File: src/rtl/player_pkg.sv
// player_pkg: shared types and default timing constants for the player input path.
// Contents: state_t (IDLE/LOCK/HOLD), dir_t (UP=0, DOWN=1), default parameter values.
// The lockout default is derived from the ship FSM's 6-cycle draw sequence
// plus its return to WAIT.
package player_pkg;
   typedef enum logic [1:0] {IDLE, LOCK, HOLD} state_t;
   typedef enum logic {UP = 1'b0, DOWN = 1'b1} dir_t;
   localparam int SHIP_SEQ_LEN = 6;
   localparam int DEF_DEBOUNCE_CYCLES = 4;
   localparam int DEF_REPEAT_DELAY = 30;
   localparam int DEF_REPEAT_PERIOD = 8;
   localparam int DEF_LOCKOUT_CYCLES = SHIP_SEQ_LEN + 1;
endpackage

File: src/rtl/player_input_ctrl_if.sv
// player_input_ctrl_if: board keys in, ship-FSM move requests out.
// Signals: key_up_n, key_down_n (raw, active-low), enable,
//          p_up, p_down (single-cycle requests), busy (lockout active).
// master = board/test side, slave = player_input_ctrl.
interface player_input_ctrl_if;
   logic key_up_n;
   logic key_down_n;
   logic enable;
   logic p_up;
   logic p_down;
   logic busy;
   modport master (output key_up_n, key_down_n, enable, input p_up, p_down, busy);
   modport slave (input key_up_n, key_down_n, enable, output p_up, p_down, busy);
endinterface

File: src/rtl/key_debounce.sv
// key_debounce: 2-flop synchroniser plus debounce counter for one push-button.
// Ports: clk, reset_n (sync, active-low), key_n (raw, active-low, async),
//        pressed (debounced level, 1 = pressed).
module key_debounce #(
   parameter int DEBOUNCE_CYCLES = 4
) (
   input  logic clk,
   input  logic reset_n,
   input  logic key_n,
   output logic pressed
);
   localparam int CW = $clog2(DEBOUNCE_CYCLES + 1);
   logic s1, s2;
   logic [CW-1:0] cnt;
   // The counter only runs while the synced level disagrees with the accepted
   // level, so any return to agreement restarts the stability window.
   always_ff @(posedge clk) begin
      if (!reset_n) begin
         s1 <= 1'b0;
         s2 <= 1'b0;
         cnt <= '0;
         pressed <= 1'b0;
      end else begin
         s1 <= ~key_n;
         s2 <= s1;
         if (s2 == pressed) cnt <= '0;
         else if (cnt == CW'(DEBOUNCE_CYCLES)) begin
            pressed <= s2;
            cnt <= '0;
         end else cnt <= cnt + 1'b1;
      end
   end
endmodule

File: src/rtl/player_input_ctrl.sv
// player_input_ctrl: turns two raw push-buttons into clean single-cycle
// p_up / p_down requests for the ship FSM, with arbitration, auto-repeat
// and a lockout window covering the ship's draw sequence.
// Ports: clk, reset_n (sync, active-low), bus (player_input_ctrl_if.slave:
//        key_up_n, key_down_n, enable in; p_up, p_down, busy out).
module player_input_ctrl
   import player_pkg::*;
#(
   parameter int DEBOUNCE_CYCLES = DEF_DEBOUNCE_CYCLES,
   parameter int REPEAT_DELAY = DEF_REPEAT_DELAY,
   parameter int REPEAT_PERIOD = DEF_REPEAT_PERIOD,
   parameter int LOCKOUT_CYCLES = DEF_LOCKOUT_CYCLES
) (
   input logic clk,
   input logic reset_n,
   player_input_ctrl_if.slave bus
);
   localparam int LW = $clog2(LOCKOUT_CYCLES + 1);
   localparam int TMAX = (REPEAT_DELAY > REPEAT_PERIOD) ? REPEAT_DELAY : REPEAT_PERIOD;
   localparam int TW = $clog2(TMAX + 1);
   localparam logic [LW-1:0] LOCK_LOAD = LW'(LOCKOUT_CYCLES - 1);
   localparam logic [TW-1:0] DELAY_LOAD = TW'(REPEAT_DELAY - 1);
   localparam logic [TW-1:0] PERIOD_LOAD = TW'(REPEAT_PERIOD - 1);
   logic up, down, req, hold_ok, fire, p_up_r, p_down_r;
   dir_t req_dir, dir, dir_nx;
   state_t state, state_nx;
   logic [LW-1:0] lock_cnt, lock_nx;
   logic [TW-1:0] rpt, rpt_nx;
   key_debounce #(.DEBOUNCE_CYCLES(DEBOUNCE_CYCLES)) u_up (
      .clk(clk), .reset_n(reset_n), .key_n(bus.key_up_n), .pressed(up)
   );
   key_debounce #(.DEBOUNCE_CYCLES(DEBOUNCE_CYCLES)) u_down (
      .clk(clk), .reset_n(reset_n), .key_n(bus.key_down_n), .pressed(down)
   );
   // Exactly one key pressed is a request; both or neither cancel.
   assign req = up ^ down;
   assign req_dir = down ? DOWN : UP;
   assign hold_ok = req && bus.enable && (req_dir == dir);
   always_comb begin
      state_nx = state;
      dir_nx = dir;
      lock_nx = lock_cnt;
      fire = 1'b0;
      // Repeat timer free-runs down to 0 outside IDLE; an expiry during LOCK
      // is therefore honoured on the first HOLD cycle.
      rpt_nx = (state != IDLE && rpt != '0) ? rpt - 1'b1 : rpt;
      case (state)
         IDLE: if (req && bus.enable) begin
            fire = 1'b1;
            dir_nx = req_dir;
            lock_nx = LOCK_LOAD;
            rpt_nx = DELAY_LOAD;
            state_nx = LOCK;
         end
         LOCK: begin
            lock_nx = (lock_cnt != '0) ? lock_cnt - 1'b1 : lock_cnt;
            state_nx = (lock_cnt == '0) ? HOLD : LOCK;
         end
         HOLD: if (!hold_ok) state_nx = IDLE;
         else if (rpt == '0) begin
            fire = 1'b1;
            lock_nx = LOCK_LOAD;
            rpt_nx = PERIOD_LOAD;
            state_nx = LOCK;
         end
         default: state_nx = IDLE;
      endcase
   end
   always_ff @(posedge clk) begin
      if (!reset_n) begin
         state <= IDLE;
         dir <= UP;
         lock_cnt <= '0;
         rpt <= '0;
         p_up_r <= 1'b0;
         p_down_r <= 1'b0;
      end else begin
         state <= state_nx;
         dir <= dir_nx;
         lock_cnt <= lock_nx;
         rpt <= rpt_nx;
         p_up_r <= fire && (dir_nx == UP);
         p_down_r <= fire && (dir_nx == DOWN);
      end
   end
   // Every pulse enters LOCK on the same edge, so busy spans the pulse cycle
   // and the following lockout cycles.
   assign bus.p_up = p_up_r;
   assign bus.p_down = p_down_r;
   assign bus.busy = (state == LOCK);
endmodule

File: src/flat_wrapper.sv
// flat-port wrapper written by rule: the top's interface ports become plain ports
module player_input_ctrl_flat import player_pkg::*;
#(
   parameter int DEBOUNCE_CYCLES = DEF_DEBOUNCE_CYCLES,
   parameter int REPEAT_DELAY = DEF_REPEAT_DELAY,
   parameter int REPEAT_PERIOD = DEF_REPEAT_PERIOD,
   parameter int LOCKOUT_CYCLES = DEF_LOCKOUT_CYCLES
)
  (clk, reset_n, bus_key_up_n, bus_key_down_n, bus_enable, bus_p_up, bus_p_down, bus_busy);
  player_input_ctrl_if bus_i ();
  input logic clk;
  input logic reset_n;
  input wire logic [$bits(bus_i.key_up_n)-1:0] bus_key_up_n;
  input wire logic [$bits(bus_i.key_down_n)-1:0] bus_key_down_n;
  input wire logic [$bits(bus_i.enable)-1:0] bus_enable;
  output wire logic [$bits(bus_i.p_up)-1:0] bus_p_up;
  output wire logic [$bits(bus_i.p_down)-1:0] bus_p_down;
  output wire logic [$bits(bus_i.busy)-1:0] bus_busy;
  assign bus_i.key_up_n = bus_key_up_n;
  assign bus_i.key_down_n = bus_key_down_n;
  assign bus_i.enable = bus_enable;
  assign bus_p_up = bus_i.p_up;
  assign bus_p_down = bus_i.p_down;
  assign bus_busy = bus_i.busy;
  player_input_ctrl #(.DEBOUNCE_CYCLES(DEBOUNCE_CYCLES), .REPEAT_DELAY(REPEAT_DELAY), .REPEAT_PERIOD(REPEAT_PERIOD), .LOCKOUT_CYCLES(LOCKOUT_CYCLES)) u_core (.clk(clk), .reset_n(reset_n), .bus(bus_i));
endmodule
File: config.mk
export PLATFORM = sky130hd
export DESIGN_NAME = player_input_ctrl_flat
export DESIGN_NICKNAME = d
export VERILOG_FILES = /design/src/rtl/player_pkg.sv /design/src/rtl/player_input_ctrl_if.sv /design/src/rtl/key_debounce.sv /design/src/rtl/player_input_ctrl.sv /design/src/flat_wrapper.sv
export SDC_FILE = /design/constraint.sdc
export NUM_CORES = 1
export LEC_CHECK = 0
export ABC_CLOCK_PERIOD_IN_PS = 5000
export BUFFER_PORTS_ARGS = -buffer_cell sky130_fd_sc_hd__buf_2
export CAP_MARGIN = 20
export CORE_UTILIZATION = 40
export DETAILED_ROUTE_END_ITERATION = 7
export SLEW_MARGIN = 20
export SYNTH_ARGS = -nofsm -noshare
export SYNTH_HDL_FRONTEND = slang
export SYNTH_SLANG_ARGS = --single-unit
File: constraint.sdc
create_clock -name clk -period 5 [get_ports clk]
set_clock_uncertainty 0.05 [all_clocks]
set_input_delay 0.5 -clock clk [delete_from_list [all_inputs] [get_ports clk]]
set_output_delay 0.5 -clock clk [all_outputs]
set_load 0.01 [all_outputs]
==> results of run 1 <==
cells by family (layout without fill, tap and decap cells):
| group | after synthesis | in the layout | share of synthesized area |
|---|---|---|---|
| adder cells (fa/ha/maj) | 7 | 7 | 0.0733 |
| AO/OA/AOI/OAI | 26 | 26 | 0.165 |
| flip-flops | 25 | 25 | 0.419 |
| buffers and inverters | 16 | 22 | 0.0576 |
| multiplexers | 2 | 2 | 0.0168 |
| AND/OR/NAND/NOR | 51 | 51 | 0.231 |
| XOR/XNOR | 5 | 5 | 0.0367 |
path summary, 6_finish.rpt:
| kind | to | from |
|---|---|---|
| worst max register to register | u_core.lock_cnt[1]$_SDFFE_PN0P_ | u_core.rpt[0]$_SDFF_PN0_ |
| worst min-delay path | u_core.u_down.s1$_SDFF_PN0_ | bus_key_down_n |
| worst min register to register | u_core.u_down.s2$_SDFF_PN0_ | u_core.u_down.s1$_SDFF_PN0_ |
| worst max-delay path | bus_busy | u_core.state[0]$_SDFFE_PN0P_ |
routing by layer:
layer | vias to the layer above | wire length [µm] | global-route usage
met2 | 13 | 1020 | 0.264
met3 | 5 | 55 | 0.0276
met5 | - | 0 | 0
met4 | 0 | 40 | 0.0732
li1 | 469 | - | -
met1 | 432 | 972 | 0.168
through the flow:
step | power [mW] | cell area [µm²] | util
4_1_cts | 0.308 | 1270 | 0.457
2_1_floorplan | 0.212 | 1190 | -
3_3_place_gp | 0.215 | 1240 | 0.446
3_5_place_dp | 0.215 | 1240 | 0.446
6_report | 0.304 | 1270 | 0.457
5_1_grt | 0.316 | 1270 | 0.457
synth_stat cells:
library cell / count / area, µm²
and4_1: 1 / 8.76
a211oi_1: 1 / 7.51
mux2i_1: 2 / 20.0
a21o_1: 2 / 15.0
dfxtp_1: 25 / 500
nor2_1: 10 / 37.5
clkbuf_1: 3 / 11.3
nand3_1: 7 / 35.0
o2111ai_1: 1 / 8.76
nand3b_1: 1 / 7.51
nor4b_1: 1 / 8.76
nand4bb_1: 1 / 11.3
o21a_1: 2 / 15.0
a31oi_1: 3 / 18.8
a21boi_0: 3 / 22.5
buf_2: 1 / 5.00
o311a_1: 2 / 20.0
and3b_1: 1 / 8.76
and3_1: 2 / 12.5
o31ai_4: 1 / 21.3
nor3_1: 2 / 10.0
buf_6: 1 / 11.3
xnor2_1: 2 / 17.5
o31ai_1: 2 / 15.0
nand4b_1: 1 / 8.76
o41ai_1: 1 / 8.76
nor2b_1: 5 / 31.3
xor2_1: 3 / 26.3
or4b_1: 1 / 10.0
a21oi_1: 2 / 10.0
ha_1: 7 / 87.6
and2_1: 6 / 37.5
o211a_1: 1 / 10.0
inv_1: 11 / 41.3
o21ai_0: 5 / 25.0
nand2_1: 11 / 41.3
nor3b_1: 1 / 7.51
power breakdown:
group	internal, mW	switching [mW]	total (mW)
sequential	0.201	0.000879	0.202
combinational	0.00354	0.00508	0.00862
clock	0.0306	0.0630	0.0936
total	0.235	0.0690	0.304
registers in the layout, summed over array words and instances (netlist names):
register,count
u_core.u_down.pressed,1
u_core.u_up.pressed,1
u_core.u_up.s2,1
u_core.bus.p_up,1
u_core.u_down.s2,1
u_core.u_down.cnt,3
u_core.u_down.s1,1
u_core.state,2
u_core.u_up.s1,1
u_core.bus.p_down,1
u_core.u_up.cnt,3
u_core.rpt,5
u_core.dir,1
u_core.lock_cnt,3
area by class of cell:
type                       instances  area [µm²]
inverter                          11        41.3
clock buffer                       3        22.5
timing repair buffer               7        35.0
sequential                        25         500
clock inverter                     1        7.51
fill                             278        1510
tap                               31        38.8
multi-input combinational         91         626
==> flow_summary.ini, run 1 <==
[worst_setup_path]
cp_cell_sequence = nor2b_1, buf_2
reg2reg_depth = 5
end_kind = output port
critPathKind = reg2out
cp_slowest_cell = dfxtp_1
critical_path_depth = 2
worst_ep_required_time_ns = 4.45
critPathArrivalTime_ns = 1.45
rrSetupSlack_ns = 3.10
crit_fanout = 11
cpLargestDelayFamily = flip-flops
crit_path_start_kind = flip-flop
critPathBufInv = 1
cpPeakStageDelay_ns = 0.59

[cells_and_area]
final_cell_mix = dfxtp_1, inv_1, nand2_1
syn_to_final_growth_pct = 6.39
final_common_cell = dfxtp_1
n_antenna_cell = 0
drive_above_1_share = 0.0870
fin_nets = 151
fin_cells = 169

[global_routing]
grt_pass1_vias = 919
grt_overflow = 0
track_usage = 0.148
antenna_found_initial = 0
grt_max_degree = 24
grt_first_pass_wirelength_mm = 3.71

[worst_hold_path]
hold_depth = 2
hold_path.class = in2reg

[sta]
setup-tns-final_ns = 0
timing.fmax_mhz = 499
relSlewSlack = 0.428
setup_viol = 0
slew_violations = 0
hold_viol = 0
hold_ws_ns = 0.264
fin_ws_ns = 3.00
fin_crit_ns = 2.00
max_slew.worst_pin.slew_ns = 0.847
rsz0062_at_grt = no
post-route-period-util = 0.401

[clock_network]
root_buffer = clkbuf_4
cts.clk_slew.worst_paths_ns = 0.15
htreeDepth = 1
clk_latency_ns = 0.33
hold_buffers = 0
cts_setup_buffers = 0
cts_buffers = 3
cts.path.max_buffers = 2
ctsResizeCount = 0
cts_tree = built
cts_sinks = 25

[floorplanning]
die_w_um = 56.7
core_area_mm2 = 0.00278
row_count = 19
die-area_mm2 = 0.00321
die_y_um = 56.7
start_util = 0.430
io_pins = 8

[placed_design]
port_buffers = 7
place_ws_ns = 3.13
routabilityCongestion = 0.708
dp.cells = 165
hpwl_mm = 1.54

[yosys]
yosys_warnings = 0
synth_area_per_cell_um2 = 9.05
syn_inst = 132
ys_seq_elements = 25
yosysUniqueCellTypes = 37
ys_seq_area_frac = 0.419
netlist_area_mm2 = 0.00119
syn-num-nets = 144

[routing]
dr.pass1.iters = 4
viasPerCell = 5.44
routed_wirelength_mm = 2.08
drt_iter0_drc = 21
num_vias = 919
ant_nets = 0
drc = 0
wl_per_cell_um = 12.3

[pwr]
powerDensity_mw_per_mm2 = 239
p_leak_nw = 0.515
ir_worst_vdd_uv = 205

[run]
drv_cap = 0

[outcome]
outcome = complete, no violations
(Power assumes the default switching activity.)
==> run 2, diff against run 1 <==
Settings changed: ABC_AREA set to 1, ABC_CLOCK_PERIOD_IN_PS 5000 to 1750.
Clock period 5 ns to 1.75 ns, I/O delays scaled along.
==> run 2 against run 1 <==
Against the previous run:
- worst hold slack worse by 0.16 ns
- largest cell class unchanged
- clock-buffer cell count stayed put
- register-to-register slack worse by 2.8 ns
- largest power group unchanged
- setup slack worse by 2.7 ns
- sequential power grew to 2.9 times the previous value
- sequential share of layout area is 0.39 points higher
- first-iteration DRC count stayed put
- via count is 3.9% lower
- critical path depth is 8 higher
==> flow_summary.ini, run 2 <==
[routing]
dr.pass1.iters = 2
drc = 0
wl_per_cell_um = 9.48
viasPerCell = 4.58
routed_wirelength_mm = 1.83
num_vias = 883
ant_nets = 0
drt_iter0_drc = 21

[yosys]
synth_area_per_cell_um2 = 7.55
ys_seq_area_frac = 0.439
ys_top_cells_by_area = dfxtp_1, nand2_1, nor2_1
synth_edf_count = 0
yosys.area.top_type_share = 0.439
syn_inst = 151
yosysUniqueCellTypes = 20
netlist_area_mm2 = 0.00114
synth_most_common_cell = nand2_1
yosys_warnings = 0
ys_top_cells_by_count = nand2_1, dfxtp_1, nor2_1, inv_1
yosysTopAreaCell = dfxtp_1
ys_seq_elements = 25
syn-num-nets = 163
postSynth.asyncResetShare = 0
ys.flop_type = dfxtp_1

[clock_network]
ctsResizeCount = 0
cts_setup_buffers = 0
cts_buffers = 3
htreeDepth = 1
cts_tree = built
cts.clk_slew.worst_paths_ns = 0.15
root_buffer = clkbuf_4
clk_latency_ns = 0.33
cts_sinks = 25
cts.path.max_buffers = 2

[pwr]
clkPwrFrac = 0.316
power_switching_mw = 0.206
seqPwrFrac = 0.652
ir_worst_vdd_uv = 633
p_int_mw = 0.680
p_leak_nw = 0.548
p_sw_frac = 0.233
powerDensity_mw_per_mm2 = 704
p_comb_frac = 0.032

[cells_and_area]
syn_to_final_growth_pct = 10.4
fin_nets = 176
fin_cells = 193
top_register = u_core.rpt
drive_above_1_share = 0.117
final_util = 0.486
final_common_cell = nand2_1
final_cell_mix = nand2_1, dfxtp_1, nor2_1
fillers = 253
largest_register_ffs = 5
n_antenna_cell = 0

[worst_setup_path]
crit_path_start_kind = flip-flop
critPathKind = reg2reg
crit_fanout = 5
reg2reg_to = u_core.rpt[1]$_SDFF_PN0_
cpPeakStageDelay_ns = 0.36
rrSetupSlack_ns = 0.28
cp_slowest_cell = dfxtp_1
cpLargestDelayFamily = flip-flops
critPathArrivalTime_ns = 1.65
end_kind = flip-flop
cpMostUsedCell = nand2_1
r2r_start = u_core.rpt[0]$_SDFF_PN0_
cp_cell_sequence = inv_1, ha_1, nand2_1, inv_1, nand2_1, nand2_1, inv_1, nand2_1, o21ai_1, a21oi_1
reg2reg_depth = 10
worst_ep_required_time_ns = 1.93
critPathBufInv = 3

[floorplanning]
die-area_mm2 = 0.00307
row_count = 18
io_pins = 8
core_area_mm2 = 0.00259
die_y_um = 55.4
start_util = 0.440
die_w_um = 55.4

[global_routing]
track_usage = 0.134
grt_max_degree = 17
grt_pass1_vias = 822
grt_first_pass_wirelength_mm = 3.24
grt_overflow = 0
antenna_found_initial = 0

[placed_design]
routabilityCongestion = 0.716
port_buffers = 7
dp.cells = 187
hpwl_mm = 1.37

[sta]
slew_violations = 0
setup_viol = 0
hold_viol = 0
fin_crit_ns = 1.47
setup-tns-final_ns = 0
post-route-period-util = 0.841
relSlewSlack = 0.758
timing.fmax_mhz = 680
rsz0062_at_grt = no
max_slew.worst_pin.slew_ns = 0.361

[run]
drv_cap = 0

[worst_hold_path]
hold_path.class = in2reg
min_to = u_core.u_down.s2$_SDFF_PN0_
hold_path.startpoint = reset_n
hold_depth = 3

[outcome]
outcome = complete, no violations
==> run 2: power groups by stage <==
stage	clock network [mW]	logic [mW]	registers [mW]
2_1_floorplan	0	0.0161	0.590
3_3_place_gp	0	0.0246	0.590
6_report	0.280	0.0283	0.578
3_5_place_dp	0	0.0252	0.590
5_1_grt	0.318	0.0321	0.579
4_1_cts	0.292	0.0286	0.578
==> run 2: worst max-delay path by stage <==
stage	startpoint	endpoint	slack, ns	cells past startpoint
5_1_grt	u_core.rpt[1]$_SDFF_PN0_	u_core.rpt[1]$_SDFF_PN0_	0.12	10
4_1_cts	u_core.rpt[0]$_SDFF_PN0_	u_core.rpt[1]$_SDFF_PN0_	0.28	10
6_report	u_core.rpt[0]$_SDFF_PN0_	u_core.rpt[1]$_SDFF_PN0_	0.28	10
3_5_place_dp	u_core.rpt[0]$_SDFF_PN0_	u_core.rpt[1]$_SDFF_PN0_	0.31	10
2_1_floorplan	u_core.rpt[0]$_SDFF_PN0_	u_core.rpt[0]$_SDFF_PN0_	0.46	9
3_3_place_gp	u_core.rpt[0]$_SDFF_PN0_	u_core.rpt[1]$_SDFF_PN0_	0.35	10
==> run 2: cell families after synthesis <==
| group | share of synthesized area |
|---|---|
| AND/OR/NAND/NOR | 0.284 |
| flip-flops | 0.439 |
| buffers and inverters | 0.0768 |
| AO/OA/AOI/OAI | 0.0615 |
| XOR/XNOR | 0.0615 |
| adder cells (fa/ha/maj) | 0.0768 |
==> run 2: repair_timing <==
item	4_1_cts	5_1_grt
hold endpoints to repair	2	0
hold buffers	2	0
setup endpoints to repair	0	0
==> run 2: layer usage <==
metal,part of all wire,global-route usage,vias up
met3,0.029,0.0492,2
met5,0,0,-
met2,0.44,0.222,7
li1,-,-,490
met4,0.0098,0.0429,0
met1,0.52,0.159,384
==> run 2: area by class of cell <==
type	count	area (µm²)	share of cell area
inverters	22	82.6	0.0656
repair buffers	9	55.1	0.0437
well taps	30	37.5	0.0298
flip-flops and latches	25	500	0.398
clock inverters	1	8.76	0.00696
multi-input cells	103	552	0.438
clock buffers	3	22.5	0.0179
==> run 2: worst min-delay path, stage by stage <==
cell     delay (ns)
buf_2          0.18
nand2_1        0.08
inv_1          0.03
==> run 2: metrics by stage <==
stage | total power [mW] | hold WS (ns) | setup WS (ns) | cell area, µm²
after floorplan | 0.606 | 0.197 | 0.460 | 1140
after global placement | 0.615 | 0.281 | 0.352 | 1210
after detailed placement | 0.615 | 0.283 | 0.314 | 1210
after CTS | 0.899 | 0.0987 | 0.282 | 1260
after global routing | 0.929 | 0.110 | 0.116 | 1260
final | 0.886 | 0.108 | 0.279 | 1260
==> run 3, diff against run 2 <==
Settings changed: ABC_AREA 1 to 0, ABC_CLOCK_PERIOD_IN_PS 1750 to 1400.
Clock period 1.75 ns to 1.4 ns, I/O delays scaled along.
==> run 3 against run 2 <==
Against the previous run:
- the flow now finishes with violations (negative setup slack)
- global-route usage grew 2.1 points
- register-to-register slack worse by 0.53 ns
- setup slack got worse by 0.53 ns
- fmax shrank 11%
- clock power up 21%
- sequential cell count unchanged
- die area increased by 4.7%
- critical path type unchanged
- critical endpoint is now u_core.lock_cnt[2]$_SDFFE_PN0P_
- highest routed layer unchanged
==> flow_summary.ini, run 3 (synthesis gave the netlist of run 1 again) <==
[outcome]
outcome = complete, but fails checks
violations = negative setup slack

[routing]
drt_iter0_drc = 11
ant_nets = 0
drc = 0
dr.pass1.iters = 4
routed_wirelength_mm = 2.30
viasPerCell = 5.23
num_vias = 1015
wl_per_cell_um = 11.8

[worst_setup_path]
critPathArrivalTime_ns = 1.88
end_kind = flip-flop
crit_fanout = 6
critPathKind = reg2reg
crit_path_start_kind = flip-flop
rrSetupSlack_ns = -0.25
reg2reg_depth = 5
endpoint = u_core.lock_cnt[2]$_SDFFE_PN0P_
worst_ep_required_time_ns = 1.63
crit_path_start = u_core.rpt[1]$_SDFF_PN0_
r2r_start = u_core.rpt[1]$_SDFF_PN0_
reg2reg_to = u_core.lock_cnt[2]$_SDFFE_PN0P_

[clock_network]
clk_latency_ns = 0.32
cts_sinks = 25
cts_buffers = 3
htreeDepth = 1
cts.path.max_buffers = 2
root_buffer = clkbuf_4
cts_tree = built
cts.clk_slew.worst_paths_ns = 0.14

[placed_design]
hpwl_mm = 1.65
port_buffers = 7
routabilityCongestion = 0.829

[floorplanning]
die_w_um = 56.7
start_util = 0.430
row_count = 19
core_area_mm2 = 0.00278
die_y_um = 56.7
io_pins = 8
die-area_mm2 = 0.00321

[global_routing]
antenna_found_initial = 0
grt_max_degree = 24
track_usage = 0.154
grt_first_pass_wirelength_mm = 3.92
grt_pass1_vias = 963
grt_overflow = 0

[sta]
max_slew.worst_pin.slew_ns = 0.352
setup_viol = 11
timing.fmax_mhz = 606
hold_viol = 0
rsz0062_at_grt = yes
fin_crit_ns = 1.65
post-route-period-util = 1.18
relSlewSlack = 0.763
setup-tns-final_ns = -2.26
slew_violations = 0
hold_ws_ns = 0.167
fin_ws_ns = -0.250

[pwr]
powerDensity_mw_per_mm2 = 722
seqPwrFrac = 0.658
p_leak_nw = 0.654
p_comb_frac = 0.033
power_switching_mw = 0.253
p_sw_frac = 0.230
ir_worst_vdd_uv = 656
p_int_mw = 0.844
clkPwrFrac = 0.309

[cells_and_area]
final_common_cell = dfxtp_1
drive_above_1_share = 0.282
syn_to_final_growth_pct = 27.2
top_register = u_core.rpt
largest_register_ffs = 5
n_antenna_cell = 0
final_cell_mix = dfxtp_1, buf_4, nand2_1
fin_nets = 176
fillers = 257

[worst_hold_path]
hold_path.class = in2reg

[run]
drv_cap = 0
==> run 3: per-layer routing <==
metal | vias up | GRT usage | routed length (µm) | part of all wire
met5 | - | 0 | 0 | 0
met4 | 0 | 0.0523 | 9 | 0.0039
met3 | 2 | 0.0300 | 44 | 0.019
met2 | 7 | 0.284 | 1140 | 0.50
met1 | 486 | 0.176 | 1100 | 0.48
li1 | 520 | - | - | -
==> run 3: layout make-up <==
type	instances	area, µm²	share of cell area
inverters	11	41.3	0.0272
repair buffers	32	235	0.155
well taps	31	38.8	0.0255
clock inverters	1	7.51	0.00494
flip-flops and latches	25	504	0.332
clock buffers	3	22.5	0.0148
multi-input cells	91	671	0.441
==> run 3: timing repair <==
item	CTS	global route
endpoints found under the hold margin	2	0
setup endpoints to repair	10	11
buffers inserted	3	4
gates resized for setup	4	5
pin swaps	3	3
hold buffers	2	0
==> run 3: how the worst min path moves through the flow <==
stage	startpoint	endpoint	slack [ns]	depth (start not counted)
after floorplan	bus_key_down_n	u_core.u_down.s1$_SDFF_PN0_	0.16	1
after global placement	bus_key_down_n	u_core.u_down.s1$_SDFF_PN0_	0.25	2
after detailed placement	bus_key_up_n	u_core.u_up.s1$_SDFF_PN0_	0.25	2
after CTS	reset_n	u_core.rpt[0]$_SDFF_PN0_	0.17	2
after global routing	reset_n	u_core.rpt[2]$_SDFF_PN0_	0.17	2
final	reset_n	u_core.rpt[0]$_SDFF_PN0_	0.17	2
==> run 3: power groups by stage <==
| stage | combinational, mW | clock (mW) | sequential, mW |
|---|---|---|---|
| floorplan | 0.0192 | 0 | 0.737 |
| finish | 0.0361 | 0.339 | 0.722 |
| detailed placement | 0.0314 | 0 | 0.738 |
| global placement | 0.0297 | 0 | 0.737 |
| CTS | 0.0362 | 0.347 | 0.722 |
| global route | 0.0401 | 0.382 | 0.723 |
==> run 3: critical path, cell delays in order, from the launching register on <==
cell     delay, ns
dfxtp_2       0.35
inv_2         0.06
ha_4          0.13
or4b_4        0.51
o31ai_4       0.31
o311a_1       0.20
==> run 3: through the flow <==
step	worst slack, ns	area (µm²)	total power [mW]	std cells	util
after floorplan	-0.192	1220	0.756	132	-
after global placement	-0.207	1390	0.767	182	0.501
after detailed placement	-0.230	1390	0.769	182	0.501
after CTS	-0.256	1480	1.11	191	0.531
after global routing	-0.315	1520	1.14	194	0.547
final	-0.250	1520	1.10	194	0.547
